File: src/rtl/hamming_tx_serializer.sv
// Word FIFO + MSB-first serializer feeding a (15,11) Hamming encoder, one bit per DIV clocks.
// Optional sticky UNDERRUN output is enabled by defining HAMMING_TX_UNDERRUN_FLAG_EN.
module hamming_tx_serializer #(
  parameter int DATA_W = 11,
  parameter int DIV    = 15,
  parameter int DEPTH  = 4
) (
  input  logic                     CLK,
  input  logic                     REST,
  input  logic [DATA_W-1:0]        DATA_IN,
  input  logic                     DATA_VALID,
  output logic                     DATA_READY,
  output logic                     SERIAL_OUT,
  output logic                     DEVICE_EN,
  output logic                     WORD_START,
`ifdef HAMMING_TX_UNDERRUN_FLAG_EN
  output logic                     UNDERRUN,
`endif
  output logic [$clog2(DEPTH):0]   FIFO_LEVEL
);

  localparam int CW = (DIV > 1) ? $clog2(DIV) : 1;
  localparam int IW = (DATA_W > 1) ? $clog2(DATA_W) : 1;
  localparam int AW = (DEPTH > 1) ? $clog2(DEPTH) : 1;
  localparam int LW = $clog2(DEPTH) + 1;

  typedef enum logic {S_IDLE, S_SHIFT} state_t;

  state_t            r_state;
  state_t            w_next_state;
  logic [CW-1:0]     r_cnt;
  logic [IW-1:0]     r_idx;
  logic [DATA_W-1:0] r_shift;
  logic              r_word_start;
  logic [DATA_W-1:0] r_mem [DEPTH];
  logic [AW-1:0]     r_wr_ptr;
  logic [AW-1:0]     r_rd_ptr;
  logic [LW-1:0]     r_level;

  logic w_tick;
  logic w_last_bit;
  logic w_boundary;
  logic w_fifo_nempty;
  logic w_push;
  logic w_load;
  logic w_advance;

  assign w_tick        = (r_cnt == CW'(DIV - 1));
  assign w_last_bit    = (r_idx == IW'(DATA_W - 1));
  assign w_fifo_nempty = (r_level != '0);
  assign w_boundary    = w_tick && ((r_state == S_IDLE) || w_last_bit);

  // Ready comes from the registered level only, so a pop while full frees the slot next cycle.
  assign DATA_READY = REST && (r_level < LW'(DEPTH));
  assign w_push     = DATA_VALID && DATA_READY;

  assign SERIAL_OUT = (r_state == S_SHIFT) && r_shift[DATA_W-1];
  assign DEVICE_EN  = (r_state == S_SHIFT);
  assign WORD_START = r_word_start;
  assign FIFO_LEVEL = r_level;

  always_ff @(posedge CLK or negedge REST) begin
    if (!REST) begin
      r_state <= S_IDLE;
    end else begin
      r_state <= w_next_state;
    end
  end

  always_comb begin
    w_next_state = r_state;
    w_load       = 1'b0;
    w_advance    = 1'b0;
    if (w_boundary) begin
      if (w_fifo_nempty) begin
        w_load       = 1'b1;
        w_next_state = S_SHIFT;
      end else begin
        w_next_state = S_IDLE;
      end
    end else if (w_tick && (r_state == S_SHIFT)) begin
      w_advance = 1'b1;
    end
  end

  always_ff @(posedge CLK or negedge REST) begin
    if (!REST) begin
      r_cnt        <= '0;
      r_idx        <= '0;
      r_shift      <= '0;
      r_word_start <= 1'b0;
    end else begin
      r_cnt        <= w_tick ? '0 : r_cnt + CW'(1);
      r_word_start <= w_load;
      if (w_load) begin
        r_shift <= r_mem[r_rd_ptr];
        r_idx   <= '0;
      end else if (w_advance) begin
        r_shift <= r_shift << 1;
        r_idx   <= r_idx + IW'(1);
      end
    end
  end

  // Storage needs no reset: pointers and level define which entries are valid.
  always_ff @(posedge CLK) begin
    if (w_push) begin
      r_mem[r_wr_ptr] <= DATA_IN;
    end
  end

  always_ff @(posedge CLK or negedge REST) begin
    if (!REST) begin
      r_wr_ptr <= '0;
      r_rd_ptr <= '0;
      r_level  <= '0;
    end else begin
      if (w_push) begin
        r_wr_ptr <= (r_wr_ptr == AW'(DEPTH - 1)) ? '0 : r_wr_ptr + AW'(1);
      end
      if (w_load) begin
        r_rd_ptr <= (r_rd_ptr == AW'(DEPTH - 1)) ? '0 : r_rd_ptr + AW'(1);
      end
      case ({w_push, w_load})
        2'b10:   r_level <= r_level + LW'(1);
        2'b01:   r_level <= r_level - LW'(1);
        default: r_level <= r_level;
      endcase
    end
  end

`ifdef HAMMING_TX_UNDERRUN_FLAG_EN
  logic r_underrun;

  always_ff @(posedge CLK or negedge REST) begin
    if (!REST) begin
      r_underrun <= 1'b0;
    end else if (w_tick && (r_state == S_SHIFT) && w_last_bit && !w_fifo_nempty) begin
      r_underrun <= 1'b1;
    end
  end

  assign UNDERRUN = r_underrun;
`endif

endmodule
File: config.mk
export PLATFORM = sky130hd
export DESIGN_NAME = hamming_tx_serializer
export DESIGN_NICKNAME = d
export VERILOG_FILES = /design/src/rtl/hamming_tx_serializer.sv
export SDC_FILE = /design/constraint.sdc
export NUM_CORES = 1
export LEC_CHECK = 0
export BUFFER_PORTS_ARGS = -buffer_cell sky130_fd_sc_hd__buf_2
export CELL_PAD_IN_SITES_DETAIL_PLACEMENT = 0
export CELL_PAD_IN_SITES_GLOBAL_PLACEMENT = 1
export CORE_MARGIN = 1
export CORE_UTILIZATION = 54
export DETAILED_ROUTE_END_ITERATION = 10
export GPL_ROUTABILITY_DRIVEN = 1
export GPL_TIMING_DRIVEN = 0
export PLACE_DENSITY = 0.87
export SETUP_SLACK_MARGIN = 0.4
export SLEW_MARGIN = 10
export SYNTH_ARGS = -nofsm -noshare
export SYNTH_HDL_FRONTEND = slang
export SYNTH_SLANG_ARGS = --single-unit
File: constraint.sdc
create_clock -name CLK -period 3.57 [get_ports CLK]
set_clock_uncertainty 0.15 [all_clocks]
set_input_delay 0.357 -clock CLK [delete_from_list [all_inputs] [get_ports CLK]]
set_output_delay 0.357 -clock CLK [all_outputs]
set_load 0.05 [all_outputs]
==> flow_metrics.tcl, run 1 <==
set metrics [dict create \
    power_share_of_the_combinational_group 0.228 \
    cts_inserted_buffers 9 \
    critPathLaunchType "primary input" \
    coreArea_sq_mm 0.00551 \
    setup_viol 0 \
    finalWeightedCongestion 0.700 \
    asyncSetResetFlopFracSynth 0.389 \
    syn2layout_area_growth_pct 13.2 \
    finalHoldViolations 0 \
    htree_levels 3 \
    finalWorstPathRequiredPeriod_ns 2.72 \
    cell_internal_power_dissipation_mw 1.58 \
    syn_area_per_cell_sq_um 16.5 \
    netlist_instances 186 \
    clock_sinks 72 \
    crit_arrival_ns 2.80 \
    via_count 1638 \
    num_antenna_cells 0 \
    yosys.area.top_type_share 0.429 \
    route.detailed.vias_per_inst 5.55 \
    initial_antenna_violation_count 0 \
    timing.critical_path.required_ns 3.65 \
    status "finished clean" \
    design.portCount 21 \
    synth_largest_area_cell "sky130_fd_sc_hd__edfxtp_1" \
    path_max_fanout 29 \
    timing.setup.tns_ns 0 \
    synth-edff-count 44 \
    swShare 0.314 \
    first_pass_iters 4 \
    max_clock_freq_ghz 0.367 \
    crit_type "primary input to flip-flop" \
    pwr_density_cell_mw_per_mm2 662 \
    clk_transition_reported_paths_ns 0.08 \
    grt_setup_unrepaired "no" \
    maxSlewViolCount 0 \
    grt_start_max_net_pins 30 \
    synth_seq_cells 72 \
    die_span_in_x_um 77.5 \
    clock_power_share 0.284 \
    port_buffers 20 \
    timing.final.crit_share 0.762 \
    ys_dominant_reg_cell "sky130_fd_sc_hd__edfxtp_1" \
    synth_warnings 0 \
    overflow 0 \
    layout.cells.most_common_list "sky130_fd_sc_hd__edfxtp_1 (44), sky130_fd_sc_hd__dfrtp_1 (28), sky130_fd_sc_hd__buf_2 (20), sky130_fd_sc_hd__inv_1 (16)" \
    hpwlAfterDp_um 3310 \
    totalWireLength_um 5010 \
    synth_cell_type_count 42 \
    starting_drc_count_in_detailed_routing 136 \
    synth_area_sq_mm 0.00308 \
    dp.cells 278 \
    root_buffer_master "sky130_fd_sc_hd__clkbuf_8" \
    fp.dieH_um 77.5 \
    drt_drc_violations_left 0 \
    ctsLongestPathBuffers 2 \
    power_switching_mw 0.726 \
    max_cap_viol_count 0 \
    clock_insertion_delay_worst_skew_ns 0.34 \
    ir_drop_mv 0.316 \
    total_leakage_power_nw 1.37 \
    yosysSeqAreaShare 0.657 \
    start_util 0.559 \
    layout.area.seq_sq_mm 0.00202 \
    power.share.sequential 0.488 \
    tritoncts_clock_tree "done" \
    multi_input_comb_area_sq_um 938 \
    routed_wire_length_per_instance_um 17.0 \
    global_route_wire_length_before_repair_um 8520 \
    finish.cell_count_without_fillers 295 \
    grt_util_all_layers 0.194 \
    worst_hold_path_type "primary input to flip-flop" \
    antenna_left 0 \
    postSynthNetCount 209 \
    drive_above_1_share 0.260 \
    rows 27 \
    cts_post_setup_buffers_inserted 0 \
    slew_at_the_pin_with_the_worst_max_slew_slack_ns 0.579 \
    relSlewSlack 0.614 \
    fillCellCount 397 \
    setup.worst_path.end_class "flip-flop" \
    synth.area.top_cells "sky130_fd_sc_hd__edfxtp_1 (43%), sky130_fd_sc_hd__dfrtp_1 (23%), sky130_fd_sc_hd__mux4_1 (7.7%), sky130_fd_sc_hd__ha_1 (3.3%), sky130_fd_sc_hd__o32ai_1 (2.0%)" \
    layout.cells.most_common "sky130_fd_sc_hd__edfxtp_1" \
    dieArea_sq_mm 0.00601 \
    design.final.nets 241 \
    first_global_vias 1690 \
]
==> through the flow <==
step | instance area, sq um | power, mW | hold slack, ns | utilization | setup WS [ns]
after floorplan | 3080 | 1.53 | -0.0886 | - | 1.03
after global placement | 3270 | 1.65 | 0.272 | 0.594 | 0.852
after detailed placement | 3270 | 1.68 | 0.277 | 0.594 | 0.804
after CTS | 3480 | 2.33 | 0.0600 | 0.632 | 0.647
after global routing | 3480 | 2.43 | 0.0660 | 0.633 | 0.594
final | 3480 | 2.31 | 0.0774 | 0.633 | 0.849
==> Yosys cell counts, types with 2 or more instances <==
cell,instances
sky130_fd_sc_hd__edfxtp_1,44
sky130_fd_sc_hd__dfrtp_1,28
sky130_fd_sc_hd__inv_1,16
sky130_fd_sc_hd__a21oi_1,9
sky130_fd_sc_hd__mux4_1,9
sky130_fd_sc_hd__ha_1,8
sky130_fd_sc_hd__nand2_1,7
sky130_fd_sc_hd__o32ai_1,7
sky130_fd_sc_hd__o21ai_0,6
sky130_fd_sc_hd__and3_1,4
sky130_fd_sc_hd__buf_6,3
sky130_fd_sc_hd__nand3_1,3
sky130_fd_sc_hd__nor2_1,3
sky130_fd_sc_hd__nor3_1,3
sky130_fd_sc_hd__a21oi_2,2
sky130_fd_sc_hd__a22o_1,2
sky130_fd_sc_hd__mux2_2,2
sky130_fd_sc_hd__mux2i_1,2
sky130_fd_sc_hd__mux4_2,2
sky130_fd_sc_hd__o2bb2ai_1,2
sky130_fd_sc_hd__o32ai_2,2
sky130_fd_sc_hd__xnor2_1,2
==> critical path: stages <==
cell and delay [ns]:
sky130_fd_sc_hd__dlygate4sd3_1 0.52, sky130_fd_sc_hd__clkbuf_4 0.38, sky130_fd_sc_hd__and2b_2 0.27, sky130_fd_sc_hd__and2_1 0.19, sky130_fd_sc_hd__inv_1 0.07, sky130_fd_sc_hd__ha_1 0.23, sky130_fd_sc_hd__fa_1 0.39, sky130_fd_sc_hd__xnor2_1 0.17
sky130_fd_sc_hd__nor2_1 0.07, sky130_fd_sc_hd__xor2_1 0.14
==> state kept, by name (all words and copies together) (netlist names) <==
register    flops
r_rd_ptr        2
r_idx           4
FIFO_LEVEL      3
DEVICE_EN       1
r_mem          44
r_shift        11
r_wr_ptr        2
WORD_START      1
r_cnt           4
==> cell type report <==
cell class	instances	area share
buffer	6	0.0165
clock buffer	9	0.0356
clock inverter	7	0.0226
inverter	16	0.0172
multi-input combinational	92	0.269
sequential	72	0.580
tap	72	0.0259
timing repair buffer	21	0.0323
==> metal layers <==
| layer | vias up | GRT usage | wire length, um |
|---|---|---|---|
| met3 | 5 | 0.0388 | 90 |
| met2 | 15 | 0.308 | 2520 |
| met1 | 831 | 0.256 | 2350 |
| met5 | - | 0 | 0 |
| li1 | 787 | - | - |
| met4 | 0 | 0.0962 | 53 |
==> final timing paths <==
kind                             from            end  slack (ns)  cells past startpoint
setup / recovery                 REST  FIFO_LEVEL[2]        0.85                     10
hold / removal             DATA_IN[5]    r_mem[0][5]        0.08                      1
setup reg to reg             r_idx[0]  FIFO_LEVEL[2]        1.03                     10
hold reg to reg              r_cnt[0]       r_cnt[0]        0.37                      1
max in group asynchronous        REST    r_rd_ptr[1]        2.63                      2
min in group asynchronous        REST       r_idx[2]        0.35                      2
==> power groups by stage <==
stage | Combinational, mW | Clock [mW] | Sequential (mW)
2_1_floorplan | 0.346 | 0 | 1.18
3_3_place_gp | 0.514 | 0 | 1.14
3_5_place_dp | 0.533 | 0 | 1.14
4_1_cts | 0.535 | 0.666 | 1.13
5_1_grt | 0.585 | 0.697 | 1.14
6_report | 0.527 | 0.654 | 1.13
==> what timing repair did <==
item	in CTS	in global routing
resized for setup	0	1
hold buffers	1	0
endpoints found under the setup margin	0	1
endpoints found under the hold margin	28	0
==> cells by family (layout without fill, tap and decap cells) <==
| family | count (synthesis) | count (layout) | share of synthesized area |
|---|---|---|---|
| mux | 16 | 16 | 0.109 |
| xor+xnor | 3 | 3 | 0.00854 |
| buf+inv | 22 | 59 | 0.0382 |
| fa+ha+maj | 9 | 9 | 0.0390 |
| simple gates | 29 | 29 | 0.0585 |
| flops | 72 | 72 | 0.657 |
| compound gates | 35 | 35 | 0.0898 |
Note: power is estimated with default switching activity, not from simulation.
==> run 2: changes to the inputs <==
--- a/config.mk
+++ b/config.mk
@@ -9,11 +9,11 @@
 export CELL_PAD_IN_SITES_DETAIL_PLACEMENT = 0
 export CELL_PAD_IN_SITES_GLOBAL_PLACEMENT = 1
 export CORE_MARGIN = 1
-export CORE_UTILIZATION = 54
+export CORE_UTILIZATION = 46
 export DETAILED_ROUTE_END_ITERATION = 10
 export GPL_ROUTABILITY_DRIVEN = 1
 export GPL_TIMING_DRIVEN = 0
-export PLACE_DENSITY = 0.87
+export PLACE_DENSITY = 0.79
 export SETUP_SLACK_MARGIN = 0.4
 export SLEW_MARGIN = 10
 export SYNTH_ARGS = -nofsm -noshare
==> constraint.sdc (replaced) <==
create_clock -name CLK -period 2.4 [get_ports CLK]
set_clock_uncertainty 0.15 [all_clocks]
set_input_delay 0.24 -clock CLK [delete_from_list [all_inputs] [get_ports CLK]]
set_output_delay 0.24 -clock CLK [all_outputs]
set_load 0.05 [all_outputs]
==> run 2 against run 1 <==
The run now ends with DRC left. Final cell count is 9.8% higher. Routed wire length is 9.1% higher. Die area is 17% higher. Worst hold slack better by 0.048 ns. Critical path depth is 1 lower. Power is 57% higher. Register-to-register slack worse by 0.81 ns.
==> flow_metrics.tcl, run 2 (synthesized netlist as in run 1, its figures left out) <==
set metrics [dict create \
    setup.worst_path.end_class "flip-flop" \
    finalHoldViolations 0 \
    global_route_wire_length_before_repair_um 8920 \
    drive_above_1_share 0.328 \
    layout.cells.most_common "sky130_fd_sc_hd__edfxtp_1" \
    crit_type "flip-flop to flip-flop" \
    status "complete, but fails checks" \
    top_register "r_mem" \
    power.share.sequential 0.461 \
    first_pass_iters 7 \
    min_path_cells 3 \
    design.portCount 21 \
    swShare 0.298 \
    design.final.nets 265 \
    pre_cts_ws_ns -0.0850 \
    power_switching_mw 1.08 \
    routed.top_layer "met4" \
    clock_sinks 72 \
    htree_levels 3 \
    ctsLongestPathBuffers 2 \
    path_max_fanout 3 \
    layout.cells.most_common_list "sky130_fd_sc_hd__edfxtp_1 (44), sky130_fd_sc_hd__dfrtp_1 (24), sky130_fd_sc_hd__buf_2 (21), sky130_fd_sc_hd__inv_1 (14)" \
    routed_wire_length_per_instance_um 16.9 \
    slew_at_the_pin_with_the_worst_max_slew_slack_ns 0.582 \
    fp.dieH_um 83.8 \
    crit_arrival_ns 2.30 \
    start_util 0.479 \
    total_leakage_power_nw 1.50 \
    grt_start_max_net_pins 29 \
    cell_internal_power_dissipation_mw 2.55 \
    critPathLaunchType "flip-flop" \
    maxSlewViolCount 0 \
    dieArea_sq_mm 0.00702 \
    antenna_left 0 \
    final_cell_area_sq_mm 0.00377 \
    tritoncts_clock_tree "done" \
    max_clock_freq_ghz 0.458 \
    grt_util_all_layers 0.174 \
    route.detailed.vias_per_inst 5.35 \
    amount_of_wire_on_met2_after_detailed_routing_um 2740 \
    port_buffers 20 \
    syn2layout_area_growth_pct 22.5 \
    relSlewSlack 0.612 \
    largest_register_ff_count 44 \
    clock_power_share 0.290 \
    power_share_of_the_combinational_group 0.249 \
    finalWorstPathRequiredPeriod_ns 2.18 \
    cts_inserted_buffers 9 \
    failed_checks "DRC" \
    clk_transition_reported_paths_ns 0.08 \
    overflow 0 \
    layout_top_registers "r_mem (44), r_shift (11)" \
    ir_drop_mv 0.681 \
    timing.final.crit_share 0.909 \
    rows 29 \
    coreArea_sq_mm 0.00642 \
    timing.critical_path.required_ns 2.52 \
    first_global_vias 1734 \
    root_buffer_master "sky130_fd_sc_hd__clkbuf_8" \
    drt_drc_violations_left 3 \
    finalWorstSetupSlack_ns 0.217 \
    clock_insertion_delay_worst_skew_ns 0.34 \
    die_span_in_x_um 83.8 \
    worst_hold_path_type "primary input to flip-flop" \
    hpwlAfterDp_um 3370 \
    grt_setup_unrepaired "yes" \
    setup_viol 0 \
    max_cap_viol_count 0 \
    via_count 1733 \
    reg2regPathDepth 9 \
    starting_drc_count_in_detailed_routing 99 \
    totalWireLength_um 5470 \
    met3RoutedLength_um 142 \
    num_antenna_cells 0 \
    post_placement_cell_area_sq_mm 0.00330 \
    initial_antenna_violation_count 0 \
    pwr_density_cell_mw_per_mm2 962 \
    finalWeightedCongestion 0.727 \
    detail_route.wirelength.met1_um 2500 \
]
## run 2: cell types whose count changed in the layout (fill, tap and decap cells not counted), sizes merged
cell	previous run	this run
dlygate4sd3	1	12
inv	19	16
buf	24	38
bufinv	1	2
clkinv	0	3
clkinvlp	3	1
## run 2: power by group through the flow
stage | Combinational [mW] | Sequential (mW) | Clock, mW
after floorplan | 0.525 | 1.76 | 0
after global placement | 0.774 | 1.70 | 0
after detailed placement | 0.793 | 1.71 | 0
after CTS | 0.853 | 1.68 | 1.08
after global routing | 0.982 | 1.70 | 1.13
final | 0.901 | 1.67 | 1.05
## run 2: critical path, cell delays in order (launching register included)
cell                       delay [ns]
sky130_fd_sc_hd__dfrtp_1         0.41
sky130_fd_sc_hd__ha_4            0.16
sky130_fd_sc_hd__and3b_4         0.20
sky130_fd_sc_hd__o211ai_4        0.18
sky130_fd_sc_hd__inv_2           0.08
sky130_fd_sc_hd__ha_4            0.17
sky130_fd_sc_hd__fa_2            0.35
sky130_fd_sc_hd__xnor2_2         0.14
sky130_fd_sc_hd__nor2_1          0.11
sky130_fd_sc_hd__xor2_1          0.14
## run 2: final cells by class
cell class | count | area, sq um
clock inverters | 6 | 93.8
plain buffers | 6 | 57.6
clock buffers | 10 | 128
well taps | 77 | 96.3
repair buffers | 45 | 330
flip-flops and latches | 72 | 2030
inverters | 16 | 60.1
fillers | 500 | 2650
multi-input cells | 92 | 977
## run 2: worst paths after layout
check                              startpoint             to  slack [ns]
worst max-delay path                 r_idx[1]  FIFO_LEVEL[2]        0.22
worst min-delay path               DATA_VALID    r_wr_ptr[1]        0.13
max in group asynchronous                REST  FIFO_LEVEL[1]        1.58
worst max register to register       r_idx[1]  FIFO_LEVEL[2]        0.22
worst min register to register  FIFO_LEVEL[2]  FIFO_LEVEL[2]        0.35
min in group asynchronous                REST       r_idx[2]        0.35
## run 2: per-stage QoR
stage	util	hold WS (ns)	TNS, ns	cells	power [mW]
after floorplan	-	-0.206	0	186	2.29
after global placement	0.514	0.175	-0.122	283	2.48
after detailed placement	0.514	0.175	-0.138	283	2.50
after CTS	0.579	0.114	0	318	3.61
after global routing	0.587	0.134	0	324	3.81
final	0.587	0.126	0	324	3.63
## run 2: per-layer routing
| metal | vias up | global-route usage |
|---|---|---|
| met5 | - | 0 |
| met4 | 0 | 0.0752 |
| li1 | 834 | - |
| met2 | 23 | 0.282 |
| met1 | 867 | 0.221 |
| met3 | 9 | 0.0455 |
## run 2: repair_timing
action	CTS	global route
buffers inserted	6	6
pin swaps	6	3
resized for setup	3	1
gates cloned	0	0
hold buffers	13	0
endpoints found under the hold margin	72	0
setup endpoints to repair	2	2
==> run 3: changes to the inputs <==
==> constraint.sdc (replaced) <==
create_clock -name CLK -period 2.4 [get_ports CLK]
set_clock_uncertainty 0.15 [all_clocks]
set_input_delay 0.36 -clock CLK [delete_from_list [all_inputs] [get_ports CLK]]
set_output_delay 0.36 -clock CLK [all_outputs]
set_load 0.05 [all_outputs]
==> run 3 against run 2 <==
The run still ends with DRC left. Sequential power about the same. Power down 0.45%. Via count down 2.7%. First-iteration DRC count down 9.1%. Global-route usage down 0.26 points. Worst hold slack worse by 0.048 ns. Fmax about the same. Combinational power down 2%. Core utilization down 1.7 points. Highest routed layer unchanged. Critical path depth unchanged.
==> flow_metrics.tcl, run 3 (synthesized netlist as in run 1, its figures left out) <==
set metrics [dict create \
    largest_register_ff_count 44 \
    tritoncts_clock_tree "done" \
    path_max_fanout 3 \
    grt.met3_usage 0.0455 \
    design.final.nets 254 \
    clock_sinks 72 \
    root_buffer_master "sky130_fd_sc_hd__clkbuf_8" \
    start_util 0.479 \
    grt-busiest-layer "met2" \
    grt_start_max_net_pins 29 \
    pwr_density_cell_mw_per_mm2 986 \
    grt_use_met1 0.215 \
    totalWireLength_um 5370 \
    routed_wire_length_per_instance_um 17.2 \
    port_buffers 20 \
    total_power_mw 3.61 \
    die_span_in_x_um 83.8 \
    timing.final.crit_share 0.909 \
    failed_checks "DRC" \
    top_register "r_mem" \
    timing.critical_path.mode_cell "sky130_fd_sc_hd__ha_4" \
    critPathLaunchType "flip-flop" \
    slew_at_the_pin_with_the_worst_max_slew_slack_ns 0.561 \
    global_route_wire_length_before_repair_um 8760 \
    num_antenna_cells 0 \
    finalWeightedCongestion 0.727 \
    ir_drop_mv 0.677 \
    hpwlAfterDp_um 3370 \
    status "complete, but fails checks" \
    design.portCount 21 \
    ctsLongestPathBuffers 2 \
    drive_above_1_share 0.343 \
    relSlewSlack 0.626 \
    route.detailed.vias_per_inst 5.39 \
    total_leakage_power_nw 1.45 \
    layout.cells.most_common_list "sky130_fd_sc_hd__edfxtp_1 (44), sky130_fd_sc_hd__dfrtp_1 (24), sky130_fd_sc_hd__buf_2 (20), sky130_fd_sc_hd__inv_1 (14), sky130_fd_sc_hd__buf_4 (13)" \
    max_clock_freq_ghz 0.458 \
    critPathSlowestCell "sky130_fd_sc_hd__dfrtp_1" \
    finalWorstSetupSlack_ns 0.217 \
    final_core_utilization 0.570 \
    setup_viol 0 \
    cpPeakStageDelay_ns 0.41 \
    drt_drc_violations_left 3 \
    timing.critical_path.required_ns 2.52 \
    crit_arrival_ns 2.30 \
    first_global_vias 1708 \
    starting_drc_count_in_detailed_routing 90 \
    cts_inserted_buffers 9 \
    pre_cts_ws_ns -0.205 \
    clk_transition_reported_paths_ns 0.08 \
    finalHoldViolations 0 \
    rows 29 \
    gr-usage-met2 0.280 \
    syn2layout_area_growth_pct 19.0 \
    layout_top_registers "r_mem (44), r_shift (11)" \
    crit_type "flip-flop to flip-flop" \
    via_count 1686 \
    overflow 0 \
    worst_hold_path_type "primary input to flip-flop" \
    initial_antenna_violation_count 0 \
    grt_setup_unrepaired "yes" \
    maxSlewViolCount 0 \
    crit_chain "ha_4 > and3b_4 > o211ai_4 > inv_2 > ha_4 > fa_2 > xnor2_2 > nor2_1 > xor2_1" \
    finalWorstPathRequiredPeriod_ns 2.18 \
    coreArea_sq_mm 0.00642 \
    grt_util_all_layers 0.171 \
    dieArea_sq_mm 0.00702 \
    clock_insertion_delay_worst_skew_ns 0.34 \
    first_pass_iters 7 \
    htree_levels 3 \
    antenna_left 0 \
    max_cap_viol_count 0 \
    setup.worst_path.end_class "flip-flop" \
    worst_hold_slack_ns 0.0780 \
    layout.cells.most_common "sky130_fd_sc_hd__edfxtp_1" \
    fp.dieH_um 83.8 \
]
==> run 3: cell count changes in the layout (fill, tap and decap cells not counted) <==
| cell | delta |
|---|---|
| sky130_fd_sc_hd__buf_4 | +1 |
| sky130_fd_sc_hd__dlygate4sd3_1 | -11 |
| sky130_fd_sc_hd__buf_2 | -1 |
==> run 3: worst paths after layout <==
| path | startpoint | endpoint | slack (ns) | cells after the start |
|---|---|---|---|---|
| min in group asynchronous | REST | r_idx[2] | 0.44 | 3 |
| worst max-delay path | r_idx[1] | FIFO_LEVEL[2] | 0.22 | 9 |
| worst min register to register | FIFO_LEVEL[2] | FIFO_LEVEL[2] | 0.35 | 1 |
| worst max register to register | r_idx[1] | FIFO_LEVEL[2] | 0.22 | 9 |
| max in group asynchronous | REST | FIFO_LEVEL[1] | 1.49 | 3 |
| worst min-delay path | DATA_IN[4] | r_mem[0][4] | 0.08 | 1 |
==> run 3: routing by layer <==
metal,vias to the layer above,wire [um],part of all wire
li1,812,-,-
met4,0,87,0.016
met1,846,2450,0.46
met5,-,0,0
met3,8,135,0.025
met2,20,2700,0.50
==> run 3: report_power, final <==
group          switching [mW]  internal (mW)
Combinational           0.476          0.411
Sequential              0.139           1.53
Clock                   0.461          0.591
==> run 3: repair_timing <==
action / in CTS / in global routing
endpoints found under the hold margin: 28 / 0
buffers inserted: 6 / 6
pin swaps: 6 / 3
setup endpoints to repair: 3 / 2
gates resized for setup: 4 / 1
hold buffers: 2 / 0
==> run 3: stage by stage <==
stage          cells  TNS (ns)  area, sq um
2_1_floorplan    186         0         3100
4_1_cts          307         0         3610
5_1_grt          313         0         3660
3_5_place_dp     283    -0.378         3300
3_3_place_gp     283    -0.362         3300
6_report         313         0         3660
==> run 3: layout make-up <==
class                   count  area (sq um)
clock buffers              10           128
plain buffers               6          57.6
clock inverters             6          93.8
repair buffers             34           223
well taps                  77          96.3
multi-input cells          92           977
inverters                  16          60.1
flip-flops and latches     72          2030
fillers                   509          2760
==> run 3: critical path: cells and delay by family, from the launching register on <==
family / cells / cell delay [ns]
AOI/OAI and AO/OA: 1 / 0.18
xor gates and xnor gates: 2 / 0.28
adders and majority gates: 3 / 0.68
buffers and inverters: 1 / 0.08
DFF: 1 / 0.41
and+or+nand+nor: 2 / 0.31
